<file path="config.mk">
export PLATFORM = sky130hd
export DESIGN_NAME = biglari_write_flat
export DESIGN_NICKNAME = d
export VERILOG_FILES = /design/src/rtl/biglari_noc_pkg.sv /design/src/rtl/biglari_write_if.sv /design/src/rtl/biglari_tx_fifo.sv /design/src/rtl/biglari_write.sv /design/src/flat_wrapper.sv
export SDC_FILE = /design/constraint.sdc
export NUM_CORES = 1
export LEC_CHECK = 0
export ABC_AREA = 1
export BUFFER_PORTS_ARGS = -buffer_cell sky130_fd_sc_hd__buf_2
export CAP_MARGIN = 20
export CORE_AREA = 2 2 188 190
export DETAILED_ROUTE_END_ITERATION = 10
export DIE_AREA = 0 0 190 192
export GPL_TIMING_DRIVEN = 0
export PLACE_DENSITY = 0.64
export SYNTH_ARGS = -nofsm -noshare
export SYNTH_HDL_FRONTEND = slang
export SYNTH_HIERARCHICAL = 1
export SYNTH_SLANG_ARGS = --single-unit
</file>
<file path="constraint.sdc">
create_clock -name clk -period 9.8 [get_ports clk]
set_clock_uncertainty 0.2 [all_clocks]
set_input_delay 0 -clock clk [delete_from_list [all_inputs] [get_ports clk]]
set_output_delay 0 -clock clk [all_outputs]
set_load 0.03 [all_outputs]
</file>
<file path="src/rtl/biglari_noc_pkg.sv">
// Shared definitions for the biglari NoC peripherals.
// Contents: Avalon register addresses, NoC word field positions, CONTROL/STATUS bit
// positions, the transmit FSM state type and a helper that builds a valid NoC word.
// No ports (package).
package biglari_noc_pkg;

   localparam int unsigned AVS_ADDR_W = 2;
   localparam int unsigned AVS_DATA_W = 32;

   localparam logic [AVS_ADDR_W-1:0] ADDR_DATA    = 2'd0;
   localparam logic [AVS_ADDR_W-1:0] ADDR_STATUS  = 2'd1;
   localparam logic [AVS_ADDR_W-1:0] ADDR_CONTROL = 2'd2;

   localparam int unsigned NOC_VALID_BIT = 31;
   localparam int unsigned NOC_PAYLOAD_W = 31;

   localparam int unsigned CTRL_ENABLE_BIT  = 0;
   localparam int unsigned CTRL_OVF_CLR_BIT = 1;
   localparam int unsigned CTRL_IRQ_EN_BIT  = 2;

   localparam int unsigned STAT_EMPTY_BIT = 0;
   localparam int unsigned STAT_FULL_BIT  = 1;
   localparam int unsigned STAT_COUNT_LSB = 2;
   localparam int unsigned STAT_OVF_BIT   = 31;

   typedef enum logic {IDLE, SEND} tx_state_t;

   function automatic logic [AVS_DATA_W-1:0] noc_word(input logic [NOC_PAYLOAD_W-1:0] payload);
      logic [AVS_DATA_W-1:0] w;
      w = '0;
      w[NOC_PAYLOAD_W-1:0] = payload;
      w[NOC_VALID_BIT] = 1'b1;
      return w;
   endfunction

endpackage

</file>
<file path="src/rtl/biglari_write_if.sv">
// Avalon-MM slave bus bundle for the biglari NoC peripherals.
// Signals: avs_address (register select), avs_write/avs_writedata (write strobe and data),
// avs_read (read strobe), avs_readdata (registered read data, one cycle after avs_read).
// Modports: master (CPU side), slave (peripheral side).
interface biglari_write_if;
   import biglari_noc_pkg::*;

   logic [AVS_ADDR_W-1:0] avs_address;
   logic                  avs_write;
   logic [AVS_DATA_W-1:0] avs_writedata;
   logic                  avs_read;
   logic [AVS_DATA_W-1:0] avs_readdata;

   modport master (
      output avs_address,
      output avs_write,
      output avs_writedata,
      output avs_read,
      input  avs_readdata
   );

   modport slave (
      input  avs_address,
      input  avs_write,
      input  avs_writedata,
      input  avs_read,
      output avs_readdata
   );

endinterface

</file>
<file path="src/rtl/biglari_tx_fifo.sv">
// Synchronous FIFO with combinational head output.
// Ports: clk, reset_n (async active-low), push/wdata, pop, rdata (head), full, empty,
// count (entries held, width $clog2(DEPTH)+1).
// A push while full is accepted only if a pop happens in the same cycle; a pop while empty
// is ignored. DEPTH must be a power of two so the pointers wrap naturally.
module biglari_tx_fifo #(
   parameter int unsigned  WIDTH = 31,
   parameter int unsigned  DEPTH = 8,
   localparam int unsigned AW    = (DEPTH > 1) ? $clog2(DEPTH) : 1,
   localparam int unsigned CW    = $clog2(DEPTH) + 1
) (
   input  logic             clk,
   input  logic             reset_n,
   input  logic             push,
   input  logic [WIDTH-1:0] wdata,
   input  logic             pop,
   output logic [WIDTH-1:0] rdata,
   output logic             full,
   output logic             empty,
   output logic [CW-1:0]    count
);

   logic [WIDTH-1:0] mem [DEPTH];
   logic [AW-1:0]    wr_ptr_q, rd_ptr_q;
   logic [CW-1:0]    count_q;
   logic             push_ok, pop_ok;

   assign full    = (count_q == CW'(DEPTH));
   assign empty   = (count_q == '0);
   assign count   = count_q;
   assign rdata   = mem[rd_ptr_q];
   assign pop_ok  = pop && !empty;
   // A full FIFO still takes a push when the head leaves in the same cycle.
   assign push_ok = push && (!full || pop_ok);

   always_ff @(posedge clk or negedge reset_n) begin
      if (!reset_n) begin
         wr_ptr_q <= '0;
         rd_ptr_q <= '0;
         count_q  <= '0;
      end else begin
         if (push_ok) wr_ptr_q <= wr_ptr_q + 1'b1;
         if (pop_ok)  rd_ptr_q <= rd_ptr_q + 1'b1;
         if (push_ok && !pop_ok)      count_q <= count_q + 1'b1;
         else if (pop_ok && !push_ok) count_q <= count_q - 1'b1;
      end
   end

   // Storage needs no reset: the pointers define what is valid.
   always_ff @(posedge clk) begin
      if (push_ok) mem[wr_ptr_q] <= wdata;
   end

endmodule

</file>
<file path="src/rtl/biglari_write.sv">
// NoC transmit peripheral: Avalon-MM slave that queues 31-bit words from the CPU and sends
// one word per TDMA round, during the slot owned by NODE_ID, on the noc_out conduit.
// Ports: clk, reset_n (async active-low), avs (Avalon slave modport), noc_out
// ([31]=valid, [30:0]=payload), irq (only with BIGLARI_WRITE_IRQ_EN defined).
// Registers: 0 DATA (W push), 1 STATUS (R), 2 CONTROL (R/W: enable, W1C overflow, irq_en),
// 3 reserved.
// Optional feature macro: BIGLARI_WRITE_IRQ_EN adds the irq output and CONTROL[2]=irq_en.
module biglari_write
   import biglari_noc_pkg::*;
#(
   parameter int unsigned NODE_ID    = 0,
   parameter int unsigned NUM_SLOTS  = 8,
   parameter int unsigned SLOT_LEN   = 4,
   parameter int unsigned FIFO_DEPTH = 8
) (
   input  logic                  clk,
   input  logic                  reset_n,
   biglari_write_if.slave        avs,
   output logic [AVS_DATA_W-1:0] noc_out
`ifdef BIGLARI_WRITE_IRQ_EN
   ,
   output logic                  irq
`endif
);

   localparam int unsigned CW = $clog2(FIFO_DEPTH) + 1;
   localparam int unsigned SW = $clog2(NUM_SLOTS);
   localparam int unsigned LW = $clog2(SLOT_LEN);

   localparam logic [SW-1:0] OWN_SLOT  = SW'(NODE_ID);
   localparam logic [SW-1:0] LAST_SLOT = SW'(NUM_SLOTS - 1);
   localparam logic [LW-1:0] LAST_CYC  = LW'(SLOT_LEN - 1);

   // TDMA timing
   logic [LW-1:0] cyc_q;
   logic [SW-1:0] slot_q;

   always_ff @(posedge clk or negedge reset_n) begin
      if (!reset_n) begin
         cyc_q  <= '0;
         slot_q <= '0;
      end else if (cyc_q == LAST_CYC) begin
         cyc_q  <= '0;
         slot_q <= (slot_q == LAST_SLOT) ? '0 : slot_q + 1'b1;
      end else begin
         cyc_q <= cyc_q + 1'b1;
      end
   end

   // Bus decode and control registers
   logic wr_data, wr_ctrl;
   logic enable_q, overflow_q;
   logic unused_wd;

   assign wr_data   = avs.avs_write && (avs.avs_address == ADDR_DATA);
   assign wr_ctrl   = avs.avs_write && (avs.avs_address == ADDR_CONTROL);
   assign unused_wd = avs.avs_writedata[NOC_VALID_BIT];

   // Transmit FIFO
   logic                     fifo_pop, fifo_full, fifo_empty;
   logic [NOC_PAYLOAD_W-1:0] fifo_head;
   logic [CW-1:0]            fifo_count;

   biglari_tx_fifo #(
      .WIDTH (NOC_PAYLOAD_W),
      .DEPTH (FIFO_DEPTH)
   ) u_fifo (
      .clk     (clk),
      .reset_n (reset_n),
      .push    (wr_data),
      .wdata   (avs.avs_writedata[NOC_PAYLOAD_W-1:0]),
      .pop     (fifo_pop),
      .rdata   (fifo_head),
      .full    (fifo_full),
      .empty   (fifo_empty),
      .count   (fifo_count)
   );

   // Transmit FSM
   tx_state_t             state_q;
   logic [AVS_DATA_W-1:0] noc_q;

   // Only the first cycle of the own slot can start a word, so a late enable waits a round.
   assign fifo_pop = (state_q == IDLE) && (cyc_q == '0) && (slot_q == OWN_SLOT) &&
                     enable_q && !fifo_empty;

   always_ff @(posedge clk or negedge reset_n) begin
      if (!reset_n) begin
         state_q <= IDLE;
         noc_q   <= '0;
      end else begin
         case (state_q)
            IDLE: begin
               if (fifo_pop) begin
                  state_q <= SEND;
                  noc_q   <= noc_word(fifo_head);
               end
            end
            SEND: begin
               // Entered right after cyc_q==0, so the next cyc_q==0 ends SLOT_LEN cycles.
               if (cyc_q == '0) begin
                  state_q <= IDLE;
                  noc_q   <= '0;
               end
            end
            default: begin
               state_q <= IDLE;
               noc_q   <= '0;
            end
         endcase
      end
   end

   assign noc_out = noc_q;

   // Control/overflow registers; a dropping push beats a same-cycle clear.
   always_ff @(posedge clk or negedge reset_n) begin
      if (!reset_n) begin
         enable_q   <= 1'b0;
         overflow_q <= 1'b0;
      end else begin
         if (wr_ctrl) enable_q <= avs.avs_writedata[CTRL_ENABLE_BIT];
         if (wr_data && fifo_full && !fifo_pop) begin
            overflow_q <= 1'b1;
         end else if (wr_ctrl && avs.avs_writedata[CTRL_OVF_CLR_BIT]) begin
            overflow_q <= 1'b0;
         end
      end
   end

`ifdef BIGLARI_WRITE_IRQ_EN
   logic irq_en_q, irq_q;

   always_ff @(posedge clk or negedge reset_n) begin
      if (!reset_n) begin
         irq_en_q <= 1'b0;
         irq_q    <= 1'b0;
      end else begin
         if (wr_ctrl) irq_en_q <= avs.avs_writedata[CTRL_IRQ_EN_BIT];
         // Masking with the push makes irq drop the cycle right after a DATA write.
         irq_q <= irq_en_q && fifo_empty && (state_q == IDLE) && !wr_data;
      end
   end

   assign irq = irq_q;
`endif

   // Read path
   logic [AVS_DATA_W-1:0] rdata_d, rdata_q;

   always_comb begin
      rdata_d = '0;
      case (avs.avs_address)
         ADDR_STATUS: begin
            rdata_d[STAT_EMPTY_BIT]         = fifo_empty;
            rdata_d[STAT_FULL_BIT]          = fifo_full;
            rdata_d[STAT_COUNT_LSB +: CW]   = fifo_count;
            rdata_d[STAT_OVF_BIT]           = overflow_q;
         end
         ADDR_CONTROL: begin
            rdata_d[CTRL_ENABLE_BIT] = enable_q;
`ifdef BIGLARI_WRITE_IRQ_EN
            rdata_d[CTRL_IRQ_EN_BIT] = irq_en_q;
`endif
         end
         default: rdata_d = '0;
      endcase
   end

   always_ff @(posedge clk or negedge reset_n) begin
      if (!reset_n) begin
         rdata_q <= '0;
      end else if (avs.avs_read) begin
         rdata_q <= rdata_d;
      end
   end

   assign avs.avs_readdata = rdata_q;

endmodule

</file>
<file path="src/flat_wrapper.sv">
// flat-port wrapper written by rule: the top's interface ports become plain ports
module biglari_write_flat import biglari_noc_pkg::*;
#(
   parameter int unsigned NODE_ID    = 0,
   parameter int unsigned NUM_SLOTS  = 8,
   parameter int unsigned SLOT_LEN   = 4,
   parameter int unsigned FIFO_DEPTH = 8
)
  (clk, reset_n, noc_out, avs_avs_address, avs_avs_write, avs_avs_writedata, avs_avs_read, avs_avs_readdata);
  biglari_write_if avs_i ();
  input  logic clk;
  input  logic reset_n;
  output logic [AVS_DATA_W-1:0] noc_out;
  input wire logic [$bits(avs_i.avs_address)-1:0] avs_avs_address;
  input wire logic [$bits(avs_i.avs_write)-1:0] avs_avs_write;
  input wire logic [$bits(avs_i.avs_writedata)-1:0] avs_avs_writedata;
  input wire logic [$bits(avs_i.avs_read)-1:0] avs_avs_read;
  output wire logic [$bits(avs_i.avs_readdata)-1:0] avs_avs_readdata;
  assign avs_i.avs_address = avs_avs_address;
  assign avs_i.avs_write = avs_avs_write;
  assign avs_i.avs_writedata = avs_avs_writedata;
  assign avs_i.avs_read = avs_avs_read;
  assign avs_avs_readdata = avs_i.avs_readdata;
  biglari_write #(.NODE_ID(NODE_ID), .NUM_SLOTS(NUM_SLOTS), .SLOT_LEN(SLOT_LEN), .FIFO_DEPTH(FIFO_DEPTH)) u_core (.clk(clk), .reset_n(reset_n), .avs(avs_i), .noc_out(noc_out));
endmodule
</file>
==> run_results.csv <==
group,metric,value,unit
status,status,"completed",
clock_network,cts.sinks,305,
power,p_seq_frac,0.398,
drt,wirelength,31.95,mm
sta,setup_slack,6044,ps
placed_design,place_congestion,0.7733,
worst_setup_path,arrival,3820,ps
die,die_w,190,um
global_routing,grt_overflow,0,
sta,tightestPinTransition,969.7,ps
synth,ys_types,33,
global_routing,grt_start_max_net_pins,58,
clock_network,clk_pin_slew,60,ps
synth,ys_seq_area_frac,0.6843,
die,core_area,34290,um^2
worst_setup_path,crit_required,9870,ps
die,fp-row-count,68,
worst_setup_path,end_kind,"flop",
sta,setup_viol,0,
sta,max_freq,266.2,MHz
min_path,min_path_type,"primary input to flop",
global_routing,grt_usage,0.1773,
finish,antennaDiodeCount,0,
synth,ys_warn_count,6,
drt,vias_per_cell,4.890,
drt,wire_per_inst,17.49,um
die,die-area,36480,um^2
synth,syn_avg_cell_area,11.18,um^2
clock_network,h-tree-depth,1,
power,ir_drop,0.1831,mV
synth,ys_seq_elements,305,
synth,synth_area_leaders,"edfxtp_1, nand2_1, dfrtp_1",
drt,drc,0,
power,swShare,0.3474,
power,p_leak,6.534,nW
sta,post-route-min-period,3756,ps
finish,area.growth.synth_to_final,21.09,%
worst_setup_path,cp_cell_sequence,"nor2_1, nand3_1, inv_1, nor2_4, nand3_4, buf_6, inv_1, inv_1, nand4_1, nand2_1, nor3_2, buf_6, buf_6",
clock_network,cts_root_buffer,"clkbuf_16",
clock_network,cts_inserted_buffers,30,
global_routing,grt_pass1_vias,8596,
finish,drive_gt1_frac,0.1902,
drt,drtAntennaViolNets,0,
drt,first_pass_iters,5,
power,netSwitchingPower,1.356,mW
finish,final_net_count,1400,
drt,drtIter0Drc,744,
worst_setup_path,start_kind,"flop",
sta,relSlewSlack,0.3500,
finish,final_core_util,0.4580,
sta,slew_violations,0,
synth,synthCells,1160,
power,comb_power_share,0.310,
placed_design,dp_slack,5990,ps
worst_setup_path,cp_slowest_stage_delay,780,ps
clock_network,insertion_delay,560,ps
power,p_per_area,248.6,nW/um^2
worst_setup_path,crit_fanout,10,
flow_run,maxCapViolCount,0,
power,p_clk_frac,0.292,
synth,synth_edf_count,248,
placed_design,io_buffers,74,
synth,async_flop_share,0.1869,
global_routing,grt_pass1_wl,49.54,mm
die,die-height,192,um
sta,rsz0062_at_grt,"no",
die,pin_count,102,
sta,hold_viol,0,
clock_network,cts_tree,"built",
die,initial_core_util,0.3782,
drt,vias,8934,
sta,setup_tns,0,ps
synth,yosysTopAreaCell,"edfxtp_1",
synth,netlist.area_leader.share,0.5743,
clock_network,cts_setup_buffers,0,
placed_design,hpwl,21.28,mm
clock_network,cts_max_path_buffers,3,
power,intPower,2.548,mW
synth,synth_area,12970,um^2
worst_setup_path,setup.worst_path.class,"flop to flop",
synth,synth_top_flop_cell,"edfxtp_1",
global_routing,antenna_found_initial,0,
sta,finalCritPeriodShare,0.3833,
worst_setup_path,cp_slowest_cell,"nor3_2",
cell usage after synthesis (all sizes together) (2+ instances only):
cell and instances:
inv 28, buf 75, nand2 430, nand3 81, a21oi 2, xnor2 3
o21ai 129, dfrtp 57, edfxtp 248, clkbuf 10, nor3 4, nor2 73
ha 13
power by group through the flow:
| stage | clock network (mW) | logic (mW) | registers, mW |
|---|---|---|---|
| 2_1_floorplan | 0 | 0.748 | 1.64 |
| 3_3_place_gp | 0 | 1.15 | 1.58 |
| 4_1_cts | 1.16 | 1.21 | 1.56 |
| 3_5_place_dp | 0 | 1.19 | 1.58 |
| 5_1_grt | 1.21 | 1.36 | 1.57 |
| 6_report | 1.14 | 1.21 | 1.56 |
registers in the layout, summed over array words and instances, names as in the netlist:
signal                   count
u_core/u_fifo/mem          248
u_core/noc_out              32
u_core/avs.avs_readdata      7
u_core/u_fifo/count          4
u_core/slot_q                3
u_core/u_fifo/rd_ptr_q       3
u_core/u_fifo/wr_ptr_q       3
u_core/cyc_q                 2
u_core/enable_q              1
u_core/overflow_q            1
u_core/state_q               1
area by class of cell:
type | count | area (um^2)
plain buffers | 85 | 603.1
clock buffers | 36 | 794.5
clock inverters | 20 | 182.7
fillers | 3119 | 18590
inverters | 28 | 110.1
multi-input cells | 766 | 3521
flip-flops and latches | 305 | 8874
well taps | 455 | 569.3
repair buffers | 132 | 1049
stage by stage:
step                cells  hold slack, ps  power [mW]  area [um^2]
global route         1827           52.22       4.133        15700
detailed placement   1729          -40.88       2.774        14290
global placement     1713           68.98       2.729        14000
floorplan            1184          -495.6       2.391        13060
CTS                  1827           31.46       3.932        15700
finish               1827           55.20       3.904        15700
what timing repair did:
action	CTS	global route
hold buffers	42	0
hold endpoints to repair	317	0
resized for setup	0	0
placed cells by master, fill, tap and decap left out, drive strengths merged:
| master | count |
|---|---|
| nor2 | 73 |
| clkinvlp | 2 |
| dfrtp | 57 |
| xnor2 | 3 |
| o21ai | 129 |
| buf | 166 |
| clkinv | 15 |
| nand2 | 430 |
| conb | 25 |
| xor2 | 1 |
| clkbuf | 46 |
| bufinv | 3 |
| fa | 1 |
| edfxtp | 248 |
| dlygate4sd3 | 41 |
| a21oi | 2 |
| or2 | 1 |
| nand3 | 81 |
| nor3 | 4 |
| nand4 | 1 |
| mux2 | 1 |
| inv | 28 |
| nor4 | 1 |
| ha | 13 |
worst paths after layout:
path | from | to | slack [ps] | depth (start not counted)
max in group asynchronous | reset_n | u_core/noc_out[11]$_DFFE_PN0P_ | 8770 | 4
hold reg to reg | u_core/cyc_q[0]$_DFF_PN0_ | u_core/cyc_q[0]$_DFF_PN0_ | 270 | 1
setup reg to reg | u_core/u_fifo/count[0]$_DFFE_PN0P_ | u_core/u_fifo/mem[3][14]$_DFFE_PP_ | 6040 | 13
setup / recovery | u_core/u_fifo/count[0]$_DFFE_PN0P_ | u_core/u_fifo/mem[3][14]$_DFFE_PP_ | 6040 | 13
min in group asynchronous | reset_n | u_core/overflow_q$_DFFE_PN0P_ | 330 | 4
hold / removal | avs_avs_writedata[10] | u_core/u_fifo/mem[3][10]$_DFFE_PP_ | 60 | 2
layer usage:
layer  wire length (um)  track usage  vias to the layer above
met2              14850       0.2921                      328
met3               2257      0.02942                       54
met4                788      0.04890                        0
met1              14060       0.2433                     4298
li1                   -            -                     4254
met5                  0            0                        -
critical path, delay by kind of cell (launching register included):
family	cells	cell delay, ps
buffers and inverters	6	900
DFF	1	510
and+or+nand+nor	7	1840
logic make-up after synthesis:
| group | synth area share |
|---|---|
| compound gates | 0.05056 |
| xor+xnor | 0.002702 |
| fa+ha+maj | 0.01409 |
| buf+inv | 0.05500 |
| flops | 0.6843 |
| mux | 0.0008683 |
| other cells | 0.0002892 |
| simple gates | 0.1922 |
No activity file was read; power rests on OpenSTA's default activity.
